**config.mk**
```make
export PLATFORM = sky130hd
export DESIGN_NAME = load_store_unit
export DESIGN_NICKNAME = d
export VERILOG_FILES = /design/src/rtl/lsu_pkg.sv /design/src/rtl/lsu_align.sv /design/src/rtl/load_store_unit.sv
export SDC_FILE = /design/constraint.sdc
export NUM_CORES = 1
export LEC_CHECK = 0
export ABC_AREA = 1
export BUFFER_PORTS_ARGS = -buffer_cell sky130_fd_sc_hd__buf_2
export CORE_ASPECT_RATIO = 1.4
export CORE_MARGIN = 8
export CORE_UTILIZATION = 50
export CTS_CLUSTER_DIAMETER = 80
export DETAILED_ROUTE_END_ITERATION = 8
export PLACE_DENSITY = 0.74
export SKIP_CTS_REPAIR_TIMING = 1
export SYNTH_ARGS = -nofsm -noshare
export SYNTH_HDL_FRONTEND = slang
export SYNTH_SLANG_ARGS = --single-unit
```
**constraint.sdc**
```tcl
create_clock -name clk -period 2.7 [get_ports clk]
set_input_delay 0.27 -clock clk [delete_from_list [all_inputs] [get_ports clk]]
set_output_delay 0.27 -clock clk [all_outputs]
set_load 0.005 [all_outputs]
```
**src/rtl/lsu_pkg.sv**
```systemverilog
// Shared types and helpers for the load/store unit: funct3 encodings, FSM states, fault check.
package lsu_pkg;

   localparam logic [2:0] F3_B  = 3'd0;
   localparam logic [2:0] F3_H  = 3'd1;
   localparam logic [2:0] F3_W  = 3'd2;
   localparam logic [2:0] F3_BU = 3'd4;
   localparam logic [2:0] F3_HU = 3'd5;

   typedef enum logic [2:0] {
      StIdle,
      StRd,
      StRdWait,
      StMerge,
      StWr,
      StResp
   } lsu_state_t;

   // oor: byte offset lies outside the memory window.
   function automatic logic lsu_fault(input logic       we,
                                      input logic [2:0] funct3,
                                      input logic [1:0] lane,
                                      input logic       oor);
      logic f;
      f = oor;
      case (funct3)
         F3_B:  f = f;
         F3_H:  f = f | lane[0];
         F3_W:  f = f | (lane != 2'b00);
         F3_BU: f = f | we;
         F3_HU: f = f | we | lane[0];
         default: f = 1'b1;
      endcase
      return f;
   endfunction

endpackage

```
**src/rtl/lsu_align.sv**
```systemverilog
// Combinational lane logic: load byte/half extract with sign/zero extend, store lane merge.
module lsu_align
   import lsu_pkg::*;
(
   input  logic [2:0]  funct3,
   input  logic [1:0]  lane,
   input  logic [31:0] ld_word,
   input  logic [31:0] st_word,
   input  logic [31:0] st_data,
   output logic [31:0] load_data,
   output logic [31:0] merged
);

   logic [7:0]  byte_sel;
   logic [15:0] half_sel;

   always_comb begin
      byte_sel  = ld_word[{lane, 3'b000} +: 8];
      half_sel  = ld_word[{lane[1], 4'b0000} +: 16];
      load_data = 32'h0;
      case (funct3)
         F3_B:  load_data = {{24{byte_sel[7]}}, byte_sel};
         F3_BU: load_data = {24'h0, byte_sel};
         F3_H:  load_data = {{16{half_sel[15]}}, half_sel};
         F3_HU: load_data = {16'h0, half_sel};
         F3_W:  load_data = ld_word;
         default: load_data = 32'h0;
      endcase
   end

   always_comb begin
      merged = st_word;
      case (funct3)
         F3_B: merged[{lane, 3'b000} +: 8] = st_data[7:0];
         F3_H: merged[{lane[1], 4'b0000} +: 16] = st_data[15:0];
         default: merged = st_data;
      endcase
   end

endmodule

```
**src/rtl/load_store_unit.sv**
```systemverilog
// Load/store unit: accepts byte-addressed RISC-V requests and drives a word-addressed memory,
// doing read-modify-write for sub-word stores.
module load_store_unit
   import lsu_pkg::*;
#(
   parameter int unsigned MEM_ADDR_WIDTH = 10,
   parameter logic [31:0] BASE_ADDR      = 32'h0
) (
   input  logic                      clk,
   input  logic                      rst,
   input  logic                      req_valid,
   output logic                      req_ready,
   input  logic                      req_we,
   input  logic [2:0]                req_funct3,
   input  logic [31:0]               req_addr,
   input  logic [31:0]               req_wdata,
   output logic                      resp_valid,
   output logic [31:0]               resp_rdata,
   output logic                      resp_fault,
   output logic [MEM_ADDR_WIDTH-1:0] mem_addr,
   output logic [31:0]               mem_wdata,
   input  logic [31:0]               mem_rdata,
   output logic                      mem_write_enable,
   output logic                      mem_read_enable
);

   lsu_state_t  state_q;
   logic        we_q;
   logic [2:0]  funct3_q;
   logic [1:0]  lane_q;
   logic [31:0] wdata_q;
   logic [31:0] word_q;

   logic [31:0] off;
   logic        oor;
   logic        fault;
   logic [31:0] load_data;
   logic [31:0] merged;

   // BASE_ADDR is word-aligned, so off[1:0] equals req_addr[1:0].
   assign off       = req_addr - BASE_ADDR;
   assign oor       = |off[31:MEM_ADDR_WIDTH+2];
   assign fault     = lsu_fault(req_we, req_funct3, off[1:0], oor);
   assign req_ready = (state_q == StIdle);

   lsu_align u_align (
      .funct3    (funct3_q),
      .lane      (lane_q),
      .ld_word   (mem_rdata),
      .st_word   (word_q),
      .st_data   (wdata_q),
      .load_data (load_data),
      .merged    (merged)
   );

   always_ff @(posedge clk or negedge rst) begin
      if (!rst) begin
         state_q          <= StIdle;
         we_q             <= 1'b0;
         funct3_q         <= 3'd0;
         lane_q           <= 2'd0;
         wdata_q          <= 32'h0;
         word_q           <= 32'h0;
         resp_valid       <= 1'b0;
         resp_rdata       <= 32'h0;
         resp_fault       <= 1'b0;
         mem_addr         <= '0;
         mem_wdata        <= 32'h0;
         mem_write_enable <= 1'b0;
         mem_read_enable  <= 1'b0;
      end else begin
         resp_valid       <= 1'b0;
         mem_write_enable <= 1'b0;
         mem_read_enable  <= 1'b0;
         case (state_q)
            StIdle: begin
               if (req_valid) begin
                  we_q       <= req_we;
                  funct3_q   <= req_funct3;
                  lane_q     <= off[1:0];
                  wdata_q    <= req_wdata;
                  resp_rdata <= 32'h0;
                  if (fault) begin
                     resp_fault <= 1'b1;
                     resp_valid <= 1'b1;
                     state_q    <= StResp;
                  end else begin
                     mem_addr <= off[MEM_ADDR_WIDTH+1:2];
                     // Full-word stores skip the read; everything else reads first.
                     if (req_we && req_funct3 == F3_W) begin
                        mem_wdata        <= req_wdata;
                        mem_write_enable <= 1'b1;
                        state_q          <= StWr;
                     end else begin
                        mem_read_enable <= 1'b1;
                        state_q         <= StRd;
                     end
                  end
               end
            end
            StRd: state_q <= StRdWait;
            StRdWait: begin
               if (we_q) begin
                  word_q  <= mem_rdata;
                  state_q <= StMerge;
               end else begin
                  resp_rdata <= load_data;
                  resp_valid <= 1'b1;
                  state_q    <= StResp;
               end
            end
            StMerge: begin
               mem_wdata        <= merged;
               mem_write_enable <= 1'b1;
               state_q          <= StWr;
            end
            StWr: begin
               resp_valid <= 1'b1;
               state_q    <= StResp;
            end
            StResp: begin
               resp_fault <= 1'b0;
               resp_rdata <= 32'h0;
               state_q    <= StIdle;
            end
            default: state_q <= StIdle;
         endcase
      end
   end

endmodule

```
After elaboration in Yosys (flattened, before gate mapping). Cells that the tools add are included.

Register bits: 151. Output and inout port bits: 79. Input port bits: 103. Word-level logic and storage cells: 91.

Add/sub/neg operators: 2. Mux-type cells: 32. Equality and inequality tests: 18. Shift operators: 6. Reductions and logical operators: 15. Bitwise gates (word level): 5.

Operators with widths (count): 2-to-1 mux 32 bit (5); one-hot mux 32 bit (5 select lines) (1); one-hot mux 32 bit (2 select lines) (2); one-hot mux 32 bit (3 select lines) (1); bitwise mux 32 bit (2); variable shift 16 x 7 -> 32 bit (first input constant) (1); variable shift 8 x 7 -> 32 bit (first input constant) (1); variable part select 16 x 7 -> 32 bit (1); variable part select 32 x 6 -> 16 bit (1); variable part select 32 x 6 -> 8 bit (1); variable part select 8 x 7 -> 32 bit (1); OR reduction 20 bit (1); == test 3 bit (second input constant) (6); one-hot mux 3 bit (5 select lines) (1); negator 5 -> 7 bit (2); == test 3 x 2 -> 1 bit (second input constant) (4); 2-to-1 mux 1 bit (12); 2-to-1 mux 3 bit (4); == test 3 x 1 -> 1 bit (second input constant) (3); zero test 3 bit (3); AND reduction 3 bit (3); inequality test 2 bit (second input constant) (3); nonzero test 2 bit (3); one-hot mux 1 bit (5 select lines) (1); 9 further kinds (15).

Depth between registers and ports, before layout. Gate-level depths: netlist (run 1).

Depth in word-level cells: 7. Depth in mapped cells: 14. Mapped depth without buffers: 11.

Cells and area by module. Synthesis (run 1) repeated with hierarchy kept, for this count alone.

Cell total of the unflattened synthesis: 1342. Area total of the unflattened synthesis: 8959.8 um^2.

Modules (own cells, without submodules): load_store_unit (seq. area each 3778.6 um^2, area an instance 6473.7 um^2, cells an instance 782, times used 1); lsu_align (seq. area each 0.0 um^2, area an instance 2486.1 um^2, cells an instance 560, times used 1).

Worst setup path after synthesis (run 1). Ideal clock, no wire load.

Kind: reg2reg. From: register lane_q[1]. To: register mem_wdata[31]. Cell stages (with the launch flop): 15. Library setup time: 0.066 ns. Path slack: 0.592 ns. Required time: 2.634 ns. Period minus slack after synthesis: 2.108 ns. Path buffers: 3. Data arrival time: 2.042 ns. Path through: dfrtp_1 buf_6 inv_4 clkbuf_1 ha_1 inv_1 clkbuf_1 nand4_1 nand2_1 nand2_1 nand3_1 nand2_1 nand2_1 nand2_1 nand2_1.

Word-level cells in the longest chain between the ends: 5. Elaborated cells on any way between the ends: 10. Classes of those cells: add/sub (2); shift (4); mux (4).

Ends and longest elaborated chain: start: declaration (RTL line load_store_unit.sv:30) `logic [1:0] lane_q;`; start signal: assignment (RTL line load_store_unit.sv:80) `lane_q <= off[1:0];`; negator 5 -> 7 bit (on tied branches) (RTL line lsu_align.sv:35, lsu_align.sv:34); variable part select 16 x 7 -> 32 bit (tied with other cells) (RTL line lsu_align.sv:35) `F3_H: merged[{lane[1], 4'b0000} +: 16] = st_data[15:0];`; bitwise mux 32 bit (on tied branches) (RTL line lsu_align.sv:35, lsu_align.sv:34); one-hot mux 32 bit (2 select lines) (*) (RTL line lsu_align.sv:33) `case (funct3)`; one-hot mux 32 bit (2 select lines) (*) (RTL line load_store_unit.sv:75) `case (state_q)`; end signal: assignment (RTL line load_store_unit.sv:91) `mem_wdata <= req_wdata;`; end signal: assignment (RTL line load_store_unit.sv:113) `mem_wdata <= merged;`; end: declaration (RTL line load_store_unit.sv:21) `output logic [31:0] mem_wdata,`.

Mark *: on every way between the ends. The rest lies on a longest branch, timed or not. A chain may end at the register's enable or synchronous reset.

Worst setup path in the final report (run 1).
From: register lane_q[1]. To: register mem_wdata[5].

Same word-level chain as after synthesis.

==> out/qor.yml, run 1 <==
critPathMaxFanout: 28
die_h_microns: 170
synth_top_cell_area_share_pct: 44.5
cp-start-kind: "register"
synth_area_leader_cell: "dfrtp_1"
finalWorstSetupSlack_ns: 0.538
io_pins: 182
syn_inst: 1180
final.min_clock_period_ns: 2.16
grt_pass1_wl_mm: 41.2
die_area_sq_um: 21500
vias: 8161
slew-limit-headroom_pct: 52.2
yosys_warnings: 0
totalWireLength_mm: 25.5
start_util_pct: 51.0
crit_arrival_ns: 2.52
seq_area_sq_um: 3780
die_w_microns: 126
r2r_end: "mem_wdata[5]$_DFFE_PN0P_"
min_path_type: "primary input to register"
grt_use_met3_pct: 5.61
status: "complete, no violations"
ys_seq_area_share_pct: 44.5
gp_congestion: 0.943
clk_pin_slew_worst_paths_ns: 0.06
cp-end-kind: "register"
grt.overflow.total: 0
avgViaCountPerCell: 5.29
post-route-period-util_pct: 80.1
cts_tree: "built"
ys_types: 37
r2r_cells: 9
grt_pass1_vias: 7990
synthesis.area_sq_um: 8500
final_antenna_net_count: 0
fmax_mhz: 463
ys_seq_elements: 151
grt_max_degree: 66
tns_ns: 0
place.port_buffers: 181
post-place-ws_ns: 0.622
leakage_nw: 5.54
drt-pass1-iter-count: 5
final_nets: 1436
cts_made_buffers: 17
cellPowerDensity_nw_per_um2: 1140
rows: 56
skew_ns: 0.00638
r2r-start: "lane_q[1]$_DFFE_PN0P_"
rsz0062_at_grt: "false"
hold_path_depth: 3
core_sq_um: 16700
grt_antenna_before_repair: 0
grt_usage_pct: 24.0
antenna_cells: 0
cts_buffer_depth: 2
wl_per_cell_microns: 16.5
ir_drop_uv: 604
drc: 0
slew_viol_final: 0
max_slew.worst_pin.slew_ns: 0.715
holdPathEnd: "wdata_q[17]$_DFFE_PN0P_"
grt_use_met1_pct: 30.4
dp_hpwl_mm: 18.7
multi_input_area_sq_um: 4020
final-hold-violation-count: 0
drv_cap: 0
htree_levels: 4
layout-drive-gt1-share_pct: 19.8
detail_route.iter0.violations: 620
grtUsageMet2_pct: 37.9
avgSynthCellArea_sq_um: 7.20
setup_viol: 0
cp.required_ns: 3.06
clk_latency_ns: 0.42
synth_area_leaders: "dfrtp_1 44%, nand2_1 22%, nand3_1 7.1%"
area_growth_pct: 17.3
cts_sinks: 151
syn-num-nets: 1288
hold_slack_ns: 0.0601
hp-start: "req_wdata[17]"
critPathKind: "register to register"
fill_cells: 1619
top_usage_layer: "met2"
reg2reg_setup_slack_ns: 0.54
root_buffer: "clkbuf_16"
-- layout by cell type (no fill, tap or decap), types with 8 or more instances in the layout --
cell type,Yosys,routed
inv_1,71,71
o21bai_1,8,8
a21oi_1,12,12
o21ai_1,12,12
a31oi_1,8,8
nand2_1,489,488
o21ai_0,53,53
nand3_1,120,120
dfrtp_1,151,151
nand4_1,13,13
mux2_2,14,14
buf_2,21,180
clkbuf_16,0,17
buf_4,11,12
nor2_1,115,115
-- worst max-delay path: stages (launching register included) --
cell	delay, ns
dfrtp_1	0.40
inv_4	0.24
ha_1	0.34
inv_1	0.32
nand4_1	0.17
o21ai_2	0.32
nand2_1	0.09
nand3_1	0.10
nand2_1	0.06
nand2_1	0.05
-- how the worst max path moves through the flow --
stage                           from                        end  slack, ns  depth (start not counted)
5_1_grt        lane_q[1]$_DFFE_PN0P_   mem_wdata[2]$_DFFE_PN0P_       0.37                          9
3_5_place_dp   lane_q[1]$_DFFE_PN0P_   mem_wdata[6]$_DFFE_PN0P_       0.62                          9
4_1_cts        lane_q[1]$_DFFE_PN0P_   mem_wdata[5]$_DFFE_PN0P_       0.59                          9
6_report       lane_q[1]$_DFFE_PN0P_   mem_wdata[5]$_DFFE_PN0P_       0.54                          9
3_3_place_gp   lane_q[1]$_DFFE_PN0P_  mem_wdata[18]$_DFFE_PN0P_       0.61                          9
2_1_floorplan  lane_q[1]$_DFFE_PN0P_  mem_wdata[31]$_DFFE_PN0P_       0.59                         14
-- logic make-up (layout without fill, tap and decap cells) --
kind of cell / count (synthesis) / after routing / synth area share [%]
buf+inv: 143 / 303 / 8.33
flops: 151 / 151 / 44.5
simple gates: 759 / 759 / 37.2
fa+ha+maj: 5 / 5 / 0.736
mux: 16 / 16 / 2.11
compound gates: 106 / 106 / 7.20
-- report_power, final --
group | internal [mW] | switching, mW
Sequential | 3.23 | 0.777
Combinational | 1.81 | 3.23
Clock | 1.45 | 0.918
Total | 6.49 | 4.93
-- per-layer routing --
metal | vias up | part of all wire (%)
met2 | 358 | 46
met3 | 60 | 7.4
li1 | 4034 | -
met5 | - | 0
met4 | 0 | 3.8
met1 | 3709 | 43
-- synthesized netlist by cell type (all sizes together) --
library cell and instances:
nand2 495, dfrtp 151, nand3 125, nor2 121, inv 76, o21ai 68
buf 48, clkbuf 19, mux2 15, nand4 13, a21oi 12, a31oi 8
o21bai 8, o221ai 7, ha 5, nor3 3, nand3b 2, a21boi 1
mux2i 1, o22ai 1, o31ai 1
-- area by class of cell --
class	count	share of cell area [%]
multi-input combinational	886	40.3
sequential	151	37.9
timing repair buffer	196	10.6
clock buffer	24	4.93
inverter	76	2.89
tap	203	2.55
clock inverter	7	0.941
-- per-stage QoR --
stage	utilization, %	cells	power [mW]	cell area (sq um)
after detailed placement	56.2	1511	9.02	9380
final	59.8	1543	11.4	9970
after global routing	59.8	1543	12.3	9970
after global placement	56.2	1511	8.96	9380
after CTS	59.7	1542	11.4	9960
after floorplan	-	1180	7.53	8500
-- sequential cells by signal, summed over array words and instances, names as in the netlist --
name / flops
word_q: 32
mem_wdata: 32
resp_valid: 1
mem_write_enable: 1
mem_read_enable: 1
resp_rdata: 32
state_q: 3
we_q: 1
lane_q: 2
resp_fault: 1
funct3_q: 3
wdata_q: 32
mem_addr: 10
(Power assumes the default switching activity.)
==> run 2, diff against run 1 <==
clock period = 2.1 ns   (was 2.7 ns; I/O delays follow)
==> out/qor.yml, run 2 (same netlist as run 1, synthesis figures left out) <==
wl_per_cell_microns: 16.7  # +0.86%
cts_sinks: 151  # unchanged
ir_drop_uv: 641  # +6.0%
finalPower_mw: 14.9  # +30%
htree_levels: 4  # unchanged
avgViaCountPerCell: 5.30  # +0.20%
placed_cells: 1531  # +1.3%
antenna_cells: 0  # unchanged
place.port_buffers: 181  # unchanged
dpl_cell_area_sq_um: 9550  # +1.9%
stdcell_area_sq_um: 10100  # +1.6%
grt_max_degree: 53  # -20%
grt.overflow.total: 0  # unchanged
skew_ns: 0.0104  # +0.00403 ns
cts_made_buffers: 17  # unchanged
dp_hpwl_mm: 19.4  # +3.7%
drc: 0  # unchanged
cp-end-kind: "register"
power_frac_seq_pct: 34.6  # -0.5 points
core_sq_um: 16700  # unchanged
final_core_util_pct: 60.8  # +0.95 points
min_path_type: "primary input to register"
clk_latency_ns: 0.42  # about the same
drv_cap: 0  # unchanged
rsz0062_at_grt: "false"
crit_arrival_ns: 2.19  # -0.33 ns
comb_power_share_pct: 45.4  # +1.3 points
die_h_microns: 170  # unchanged
drt-pass1-iter-count: 5  # unchanged
max_slew.worst_pin.slew_ns: 0.519  # -0.197 ns
cts_tree: "built"
critPathMaxFanout: 12  # -57%
die_area_sq_um: 21500  # unchanged
grt_usage_pct: 24.7  # +0.72 points
leakage_nw: 5.64  # +1.8%
final_cell_mix: "487 x nand2_1, 180 x buf_2, 151 x dfrtp_1"
grt_pass1_wl_mm: 42.4  # +3.0%
grt_antenna_before_repair: 0  # unchanged
post-place-ws_ns: 0.126  # -0.497 ns
critPathKind: "register to register"
final-hold-violation-count: 0  # unchanged
cts_buffer_depth: 2  # unchanged
layout.cells.non_filler: 1564  # +1.4%
totalWireLength_mm: 26.1  # +2.2%
start_util_pct: 51.0  # unchanged
setup_viol: 0  # unchanged
post-route-period-util_pct: 89.5  # +9.4 points
rows: 56  # unchanged
die_w_microns: 126  # unchanged
root_buffer: "clkbuf_16"
finalWorstSetupSlack_ns: 0.222  # -0.317 ns
gp_congestion: 0.947  # +0.45%
area_growth_pct: 19.2
cp.required_ns: 2.42  # -0.64 ns
grt_pass1_vias: 8041  # +0.64%
hold_slack_ns: 0.00182  # -0.0583 ns
cp-start-kind: "register"
status: "complete, no violations"
detail_route.iter0.violations: 717  # +16%
final.min_clock_period_ns: 1.88  # -0.283 ns
io_pins: 182  # unchanged
clk_pin_slew_worst_paths_ns: 0.07  # about the same
mostFrequentLayoutCell: "nand2_1"
internal-power_mw: 8.25  # +27%
vias: 8289  # +1.6%
p_sw_mw: 6.62  # +34%
fmax_mhz: 532  # +15%
slew_viol_final: 0  # unchanged
slew-limit-headroom_pct: 65.4  # +13 points
clkPwrFrac_pct: 19.9  # -0.9 points
layout-drive-gt1-share_pct: 21.5  # +1.8 points
final_nets: 1456  # +1.4%
tns_ns: 0  # unchanged
cellPowerDensity_nw_per_um2: 1470  # +28%
swShare_pct: 44.5  # +1.4 points
final_antenna_net_count: 0  # unchanged
==> run 2: cell type report <==
class                      instances  area (sq um)
multi-input combinational        886          4030
clock inverter                    15           134
timing repair buffer             216          1230
tap                              203           254
fill                            1583          6540
inverter                          76           288
clock buffer                      17           425
sequential                       151          3780
==> run 2: metal layers <==
layer  vias to the layer above  part of all wire (%)  GRT usage [%]
met1                      3827                    43           31.7
li1                       4082                     -              -
met5                         -                     0              0
met4                         0                   3.2           10.3
met3                        44                   6.6           5.04
met2                       336                    47           39.9
==> run 2: worst paths after layout <==
| check | startpoint | to | slack, ns | cells after the start |
|---|---|---|---|---|
| setup / recovery | state_q[0]$_DFFE_PN0P_ | mem_addr[8]$_DFFE_PN0P_ | 0.22 | 9 |
| hold / removal | req_wdata[21] | wdata_q[21]$_DFFE_PN0P_ | 0.002 | 3 |
| setup reg to reg | state_q[0]$_DFFE_PN0P_ | mem_addr[8]$_DFFE_PN0P_ | 0.22 | 9 |
| hold reg to reg | mem_addr[1]$_DFFE_PN0P_ | mem_addr[1]$_DFFE_PN0P_ | 0.47 | 2 |
| max in group asynchronous | rst | wdata_q[3]$_DFFE_PN0P_ | 1.15 | 3 |
| min in group asynchronous | rst | resp_rdata[7]$_DFFE_PN0P_ | 0.30 | 2 |
==> run 2: worst max-delay path: stages (launching register included) <==
cell and delay (ns):
dfrtp_1 0.42, nor2_1 0.10, inv_1 0.08, nor2_4 0.13, nand2_2 0.18, inv_1 0.23, buf_4 0.21, nand2_1 0.24
nand2_1 0.13, nand2_1 0.06
==> run 2: power by group through the flow <==
stage / Clock [mW] / Sequential (mW) / Combinational (mW)
after detailed placement: 0 / 5.16 / 6.71
after global routing: 3.13 / 5.29 / 7.65
final: 2.97 / 5.15 / 6.76
after floorplan: 0 / 4.94 / 4.74
after global placement: 0 / 5.13 / 6.60
after CTS: 3.01 / 5.13 / 6.77
==> run 3, diff against run 2 <==
--- a/config.mk
+++ b/config.mk
@@ -9,3 +9,3 @@
 export BUFFER_PORTS_ARGS = -buffer_cell sky130_fd_sc_hd__buf_2
-export CORE_ASPECT_RATIO = 1.4
+export CORE_ASPECT_RATIO = 0.6
 export CORE_MARGIN = 8
==> constraint.sdc (replaced) <==
create_clock -name clk -period 2.1 [get_ports clk]
set_input_delay 0.63 -clock clk [delete_from_list [all_inputs] [get_ports clk]]
set_output_delay 0.63 -clock clk [all_outputs]
set_load 0.005 [all_outputs]
==> out/qor.yml, run 3 (same netlist as run 1, synthesis figures left out) <==
status: "complete, no violations"
avgViaCountPerCell: 5.32  # +0.46%
ir_drop_uv: 594  # -7.3%
htree_levels: 4  # unchanged
grt_pass1_wl_mm: 42.6  # +0.63%
swShare_pct: 43.8  # -0.76 points
clkPwrFrac_pct: 20.7  # +0.8 points
grt.overflow.total: 0  # unchanged
cts_sinks: 151  # unchanged
cp-start-kind: "register"
setup_viol: 0  # unchanged
fill_cells: 1585  # +0.13%
min_path_type: "primary input to asynchronous set/reset pin"
core_sq_um: 16900  # +1.3%
grt_antenna_before_repair: 2  # +2
cts_buffer_depth: 2  # unchanged
drv_cap: 0  # unchanged
final_cell_mix: "487 x nand2_1, 180 x buf_2, 151 x dfrtp_1"
dp_hpwl_mm: 19.8  # +2.0%
cts_made_buffers: 17  # unchanged
gp_congestion: 0.972  # +2.6%
finalPower_mw: 15.3  # +2.6%
cp.required_ns: 1.47  # -0.95 ns
die_area_sq_um: 21600  # +0.36%
hold_slack_ns: 0.105  # +0.103 ns
die_w_microns: 184  # +46%
io_pins: 182  # unchanged
final.min_clock_period_ns: 1.93  # +0.0476 ns
p_sw_mw: 6.68  # +0.89%
place.port_buffers: 181  # unchanged
final_antenna_net_count: 0  # unchanged
slew-limit-headroom_pct: 57.5  # -7.9 points
cts_tree: "built"
tns_ns: 0  # unchanged
drc: 0  # unchanged
vias: 8487  # +2.4%
final-hold-violation-count: 0  # unchanged
r2r_cells: 10  # +1
dpl_cell_area_sq_um: 9650  # +1.1%
cp-end-kind: "primary output"
rsz0062_at_grt: "false"
leakage_nw: 5.67  # +0.54%
detail_route.iter0.violations: 913  # +27%
start_util_pct: 50.3  # -0.67 points
rows: 37  # -34%
antenna_cells: 0  # unchanged
max_slew.worst_pin.slew_ns: 0.638  # +0.119 ns
finalWorstSetupSlack_ns: 0.174  # -0.0476 ns
grt_usage_pct: 25.2  # +0.47 points
die_h_microns: 117  # -31%
internal-power_mw: 8.59  # +4.0%
stdcell_area_sq_um: 10300  # +1.3%
final_nets: 1455  # -0.069%
comb_power_share_pct: 45.4  # about the same
area_growth_pct: 20.7
root_buffer: "clkbuf_16"
layout.cells.non_filler: 1594  # +1.9%
clk_pin_slew_worst_paths_ns: 0.07  # about the same
mostFrequentLayoutCell: "nand2_1"
slew_viol_final: 0  # unchanged
power_frac_seq_pct: 34.0  # -0.6 points
cellPowerDensity_nw_per_um2: 1490  # +1.3%
post-route-period-util_pct: 91.7  # +2.3 points
placed_cells: 1562  # +2.0%
crit_arrival_ns: 1.30  # -0.89 ns
wl_per_cell_microns: 16.7  # +0.41%
layout-drive-gt1-share_pct: 21.5  # -0.058 points
fmax_mhz: 519  # -2.5%
totalWireLength_mm: 26.7  # +2.3%
grt_max_degree: 66  # +25%
final_core_util_pct: 60.7  # about the same
drt-pass1-iter-count: 5  # unchanged
clk_latency_ns: 0.43  # about the same
critPathKind: "register to primary output"
skew_ns: 0.0116  # +0.00117 ns
grt_pass1_vias: 8174  # +1.7%
post-place-ws_ns: -0.0337  # -0.159 ns
critPathMaxFanout: 5  # -7
run 3: cell types whose count changed in the layout (fill, tap and decap cells not counted):
| cell | change |
|---|---|
| buf_12 | +5 |
| buf_4 | -5 |
| bufinv_16 | +2 |
| clkbuf_8 | +1 |
| clkinv_2 | -2 |
| clkinvlp_4 | +3 |
| dlygate4sd3_1 | -1 |
| ha_1 | +2 |
| ha_2 | -2 |
| inv_1 | -1 |
| inv_2 | +1 |
| inv_6 | -1 |
| inv_8 | -3 |
run 3: cell type report:
class	instances	area (sq um)	area share, %
well taps	234	293	2.85
clock buffers	18	439	4.28
multi-input cells	886	4020	39.2
clock inverters	14	164	1.60
repair buffers	215	1280	12.5
inverters	76	288	2.80
flip-flops and latches	151	3780	36.8
run 3: worst max-delay path, stage by stage (launching register included):
cell	delay [ns]
dfrtp_1	0.42
nor2_1	0.11
inv_1	0.08
nor2_4	0.12
buf_2	0.14
run 3: routing by layer:
metal	global-route usage, %	wire length, microns
met5	0	22
met4	6.53	337
met3	8.17	3010
met2	37.3	11200
met1	35.1	12100
run 3: worst paths after layout:
| path | startpoint | slack, ns | to |
|---|---|---|---|
| min | rst | 0.10 | resp_rdata[7]$_DFFE_PN0P_ |
| min in group clk | req_wdata[21] | 0.41 | wdata_q[21]$_DFFE_PN0P_ |
| max reg2reg | funct3_q[0]$_DFFE_PN0P_ | 0.19 | mem_wdata[15]$_DFFE_PN0P_ |
| max in group asynchronous | rst | 1.42 | wdata_q[6]$_DFFE_PN0P_ |
| min reg2reg | mem_addr[7]$_DFFE_PN0P_ | 0.47 | mem_addr[7]$_DFFE_PN0P_ |
| max | state_q[0]$_DFFE_PN0P_ | 0.17 | req_ready |
run 3: power by group through the flow:
stage | sequential, mW | clock (mW) | combinational [mW]
6_report | 5.18 | 3.15 | 6.93
5_1_grt | 5.33 | 3.31 | 7.79
4_1_cts | 5.15 | 3.18 | 6.87
3_5_place_dp | 5.18 | 0 | 6.79
3_3_place_gp | 5.18 | 0 | 6.68
2_1_floorplan | 4.94 | 0 | 4.74
